### src/rtl/mem_arbiter.sv
// mem_arbiter: shares one single-port RAM between a CPU (read plus posted
// writes through a 1-entry write buffer) and a video read port.
// The arbiter issues RAM accesses only from IDLE. Read data comes back one
// cycle later and is acknowledged from CPU_RD or VID_RD.
// A starvation counter forces a pending video read to win after
// VID_MAX_WAIT consecutive losses.
// Optional build macro MEM_ARB_WP_EN enables write protection. With it,
// CPU writes below 0x200 are discarded and pulse wp_hit.
module mem_arbiter #(
  parameter int VID_MAX_WAIT = 3
) (
  input  logic        clk,
  input  logic        rst,
  input  logic        cpu_read,
  input  logic [11:0] cpu_read_addr,
  output logic [7:0]  cpu_read_data,
  output logic        cpu_read_ack,
  input  logic        cpu_write,
  input  logic [11:0] cpu_write_addr,
  input  logic [7:0]  cpu_write_data,
  input  logic        vid_read,
  input  logic [11:0] vid_read_addr,
  output logic [7:0]  vid_read_data,
  output logic        vid_read_ack,
  output logic        ram_en,
  output logic        ram_we,
  output logic [11:0] ram_addr,
  output logic [7:0]  ram_wdata,
  input  logic [7:0]  ram_rdata,
  output logic        wr_overflow,
  output logic        wp_hit
);

  localparam int CW = (VID_MAX_WAIT < 1) ? 1 : $clog2(VID_MAX_WAIT + 1);
  localparam logic [CW-1:0] WAIT_MAX = CW'(VID_MAX_WAIT);

  typedef enum logic [1:0] {IDLE, CPU_RD, VID_RD} state_t;

  state_t        state;
  logic [CW-1:0] starve_cnt;
  logic          wb_valid;
  logic [11:0]   wb_addr;
  logic [7:0]    wb_data;
  logic [7:0]    cpu_data_q;
  logic [7:0]    vid_data_q;

  logic          idle_issue;
  logic          grant_wr;
  logic          grant_cpu;
  logic          grant_vid;
  logic          wr_protected;
  logic          wr_accept;
  logic          wr_drop;

  // Arbitration: buffered write first, then CPU, unless the video port has
  // lost VID_MAX_WAIT times in a row.
  always_comb begin
    // NOTE: every signal gets a default first so no path leaves one
    // unassigned and a latch is never inferred.
    idle_issue = (state == IDLE) && !rst;
    grant_wr   = 1'b0;
    grant_cpu  = 1'b0;
    grant_vid  = 1'b0;
    if (idle_issue) begin
      if (wb_valid) begin
        grant_wr = 1'b1;
      end else if (vid_read && (!cpu_read || starve_cnt == WAIT_MAX)) begin
        grant_vid = 1'b1;
      end else if (cpu_read) begin
        grant_cpu = 1'b1;
      end
    end
`ifdef MEM_ARB_WP_EN
    wr_protected = (cpu_write_addr < 12'h200);
`else
    wr_protected = 1'b0;
`endif
    // A slot frees up in the same edge the buffer drains, so a write
    // arriving then is still taken.
    wr_accept = cpu_write && !wr_protected && (!wb_valid || grant_wr);
    wr_drop   = cpu_write && !wr_protected && wb_valid && !grant_wr;
  end

  // RAM port: driven only while IDLE grants an access.
  always_comb begin
    ram_en    = grant_wr || grant_cpu || grant_vid;
    ram_we    = grant_wr;
    ram_wdata = wb_data;
    ram_addr  = '0;
    if (grant_wr) begin
      ram_addr = wb_addr;
    end else if (grant_cpu) begin
      ram_addr = cpu_read_addr;
    end else if (grant_vid) begin
      ram_addr = vid_read_addr;
    end
  end

  // Acks come straight from the registered state. RAM data passes through
  // during the ack cycle and is held afterwards.
  always_comb begin
    cpu_read_ack  = (state == CPU_RD);
    vid_read_ack  = (state == VID_RD);
    cpu_read_data = cpu_read_ack ? ram_rdata : cpu_data_q;
    vid_read_data = vid_read_ack ? ram_rdata : vid_data_q;
  end

  // FSM, starvation counter and held read data.
  always_ff @(posedge clk or posedge rst) begin
    if (rst) begin
      state      <= IDLE;
      starve_cnt <= '0;
      cpu_data_q <= '0;
      vid_data_q <= '0;
    end else begin
      // NOTE: sequential state uses non-blocking assignments so every
      // register samples pre-edge values regardless of statement order.
      case (state)
        IDLE: begin
          if (grant_cpu) begin
            state <= CPU_RD;
          end else if (grant_vid) begin
            state <= VID_RD;
          end
          if (!vid_read || grant_vid) begin
            starve_cnt <= '0;
          end else if (starve_cnt != WAIT_MAX) begin
            starve_cnt <= starve_cnt + 1'b1;
          end
        end
        CPU_RD: begin
          cpu_data_q <= ram_rdata;
          state      <= IDLE;
        end
        VID_RD: begin
          vid_data_q <= ram_rdata;
          state      <= IDLE;
        end
        default: state <= IDLE;
      endcase
    end
  end

  // Write buffer valid flag and sticky overflow.
  always_ff @(posedge clk or posedge rst) begin
    if (rst) begin
      wb_valid    <= 1'b0;
      wr_overflow <= 1'b0;
    end else begin
      if (wr_accept) begin
        wb_valid <= 1'b1;
      end else if (grant_wr) begin
        wb_valid <= 1'b0;
      end
      if (wr_drop) begin
        wr_overflow <= 1'b1;
      end
    end
  end

  // Write buffer payload, loaded together with the valid flag.
  // NOTE: payload registers carry no reset; wb_valid alone says whether
  // their contents mean anything.
  always_ff @(posedge clk) begin
    if (wr_accept) begin
      wb_addr <= cpu_write_addr;
      wb_data <= cpu_write_data;
    end
  end

`ifdef MEM_ARB_WP_EN
  logic wp_hit_q;

  // One-cycle pulse for each discarded protected write.
  always_ff @(posedge clk or posedge rst) begin
    if (rst) begin
      wp_hit_q <= 1'b0;
    end else begin
      wp_hit_q <= cpu_write && wr_protected;
    end
  end

  assign wp_hit = wp_hit_q;
`else
  assign wp_hit = 1'b0;
`endif

endmodule

### config.mk
export PLATFORM = sky130hd
export DESIGN_NAME = mem_arbiter
export DESIGN_NICKNAME = d
export VERILOG_FILES = /design/src/rtl/mem_arbiter.sv
export SDC_FILE = /design/constraint.sdc
export NUM_CORES = 1
export LEC_CHECK = 0
export BUFFER_PORTS_ARGS = -buffer_cell sky130_fd_sc_hd__buf_4
export CAP_MARGIN = 0
export CORE_MARGIN = 5
export CORE_UTILIZATION = 48
export DETAILED_ROUTE_END_ITERATION = 10
export PLACE_DENSITY = 0.85
export SYNTH_ARGS = -nofsm -noshare
export SYNTH_HDL_FRONTEND = slang
export SYNTH_SLANG_ARGS = --single-unit
### constraint.sdc
create_clock -name clk -period 4.08 [get_ports clk]
set_clock_uncertainty 0.2 [all_clocks]
set_input_delay 0.816 -clock clk [delete_from_list [all_inputs] [get_ports clk]]
set_output_delay 0.816 -clock clk [all_outputs]
set_load 0.1 [all_outputs]
==> results.json <==
{
  "status": "completed",
  "numCtsBuffers": 5,
  "initial_utilization_pct": 50.4,
  "final_core_util_pct": 74.4,
  "slowest_delay_ps": 900,
  "critPathKind": "primary input to output pin",
  "root_buffer": "clkbuf_8",
  "finalCriticalPeriod_ps": 3500,
  "dp_hpwl_mm": 3.60,
  "grt_start_max_net_pins": 26,
  "ys_seq_elements": 42,
  "grt_pass1_wl_mm": 7.09,
  "layout.nets": 300,
  "grt_antenna_before_repair": 0,
  "start_kind": "primary input",
  "io_pins": 99,
  "synthArstFlopShare_pct": 52.4,
  "port-buffer-count": 97,
  "rsz0062_at_grt": "no",
  "remaining_drc_errors": 0,
  "cts_resized": 0,
  "power_density_nw_per_um2": 614,
  "grtUsageTotal_pct": 17.5,
  "dr.first_iter.drc_count": 105,
  "drtPass1Iterations": 4,
  "peakVddDrop_mv": 0.554,
  "yosysSeqAreaShare_pct": 61.5,
  "grt-ovfl-total": 0,
  "htree_levels": 2,
  "synth.distinct_cells": 30,
  "drv_slew": 0,
  "ant_nets": 0,
  "cp_top_family": "simple AND/OR/NAND/NOR gates",
  "diodes": 0,
  "die_h_um": 72.4,
  "fin_setup_tns_ps": 0,
  "areaGrowthSynthToFinish_pct": 47.7,
  "slowest_stage": "or4b_1",
  "cts_sinks": 42,
  "clkLatencyLatePin_ps": 280,
  "tritoncts": "done",
  "grt_pass1_vias": 1548,
  "route.vias.total": 1540,
  "post-cts-setup-buffer-count": 0,
  "synth.net_count": 206,
  "fp.dieW_um": 72.4,
  "tightest_slew_ps": 917,
  "postRouteWirelength_mm": 4.63,
  "place_congestion": 0.861,
  "critPathBufInv": 2,
  "routedWlPerCell_um": 15.9,
  "finalCritPeriodShare_pct": 85.8,
  "layout-drive-gt1-share_pct": 55.6,
  "multi_input_area_sq_um": 684,
  "max-cap-violations": 0,
  "synthFlopType": "dfrtp_1",
  "hold_buffers": 0,
  "num_rows": 22,
  "worstPathCellList": "buf_4 > or4b_1 > nor2_1 > a31oi_2 > buf_4",
  "die_area_sq_um": 5250,
  "synth_edf_count": 20,
  "fmaxAchievable_ghz": 0.286,
  "final_common_cell": "buf_4",
  "synth_cells": 148,
  "worstPathRequired_ps": 3060,
  "synth.avg_cell_area_sq_um": 12.6,
  "nFillCells": 267,
  "layout_common_cells": "99 x buf_4, 22 x dfrtp_1, 20 x edfxtp_1",
  "ys_warn_count": 0,
  "critPathArrivalTime_ps": 2480,
  "clkSlewWorstSetupHoldPaths_ps": 70,
  "crit_top_cell": "buf_4",
  "routed_via_density": 5.29,
  "hp-class": "flip-flop to flip-flop",
  "netlist_area_sq_um": 1870,
  "slew_headroom_pct": 38.8,
  "endpoint_kind": "output pin",
  "hold_viol_final": 0,
  "p_leak_nw": 1.22,
  "report.final.setup_viol": 0,
  "clk_path_buf_depth": 2,
  "core_sq_um": 3720,
  "crit_fanout": 25,
  "regArea_sq_um": 1150
}
==> state kept, by name, summed over array words and instances (netlist names) <==
| register | cells |
|---|---|
| wb_addr | 12 |
| cpu_data_q | 8 |
| ram_wdata | 8 |
| vid_data_q | 8 |
| starve_cnt | 2 |
| state | 2 |
| wb_valid | 1 |
| wr_overflow | 1 |
==> final timing paths <==
kind / start / to / slack, ps / cells after the start
worst max register to register: state[1] / wb_addr[1] / 1820 / 3
min in group asynchronous: rst / cpu_data_q[1] / 510 / 2
worst min register to register: wr_overflow / wr_overflow / 280 / 1
max in group asynchronous: rst / cpu_data_q[3] / 2680 / 2
worst min-delay path: wr_overflow / wr_overflow / 280 / 1
worst max-delay path: rst / ram_addr[8] / 580 / 5
==> area by class of cell <==
cell class                 instances  area share, %
clock buffer                       8           4.03
inverter                           4          0.543
multi-input combinational         90           24.8
sequential                        42           41.6
tap                               48           2.17
timing repair buffer              99           26.9
==> per-stage QoR <==
step | total power, mW | hold slack [ps] | worst slack [ps] | cells | instance area (sq um)
after floorplan | 1.23 | 306 | 8.75 | 148 | 1930
after global placement | 1.39 | 253 | 602 | 283 | 2650
after detailed placement | 1.41 | 262 | 583 | 283 | 2650
after CTS | 1.71 | 279 | 586 | 291 | 2770
after global routing | 1.75 | 303 | 422 | 291 | 2770
final | 1.70 | 277 | 580 | 291 | 2770
==> cell usage after synthesis (3+ instances only) <==
cell      instances  area [sq um]
dfrtp_1          22           551
buf_2             5          25.0
nand3_1          12          60.1
a31oi_1          12          75.1
inv_1             4          15.0
buf_4             3          22.5
nand4_1          12          75.1
mux2_2           17           191
edfxtp_1         20           601
nor2_1           14          52.6
==> cell families (layout without fill, tap and decap cells) <==
| kind of cell | count (synthesis) | in the layout | synth area share (%) |
|---|---|---|---|
| DFF | 42 | 42 | 61.5 |
| AOI/OAI and AO/OA | 19 | 19 | 6.75 |
| other | 1 | 1 | 0.200 |
| and+or+nand+nor | 52 | 52 | 15.7 |
| adders and majority gates | 1 | 1 | 0.668 |
| muxes | 17 | 17 | 10.2 |
| buffers and inverters | 16 | 111 | 4.95 |
==> power breakdown <==
part | internal (mW) | total [mW] | switching (mW)
combinational | 0.191 | 0.853 | 0.662
sequential | 0.516 | 0.539 | 0.0228
clock | 0.175 | 0.305 | 0.130
total | 0.882 | 1.70 | 0.815
==> routing by layer <==
layer | GRT usage, % | wire [um] | vias up | share of wire, %
met5 | 0 | 0 | - | 0
met4 | 6.35 | 68 | 0 | 1.5
met3 | 7.06 | 488 | 4 | 11
met2 | 27.2 | 2210 | 64 | 48
met1 | 22.0 | 1860 | 734 | 40
li1 | - | - | 738 | -
(Power assumes the default switching activity.)
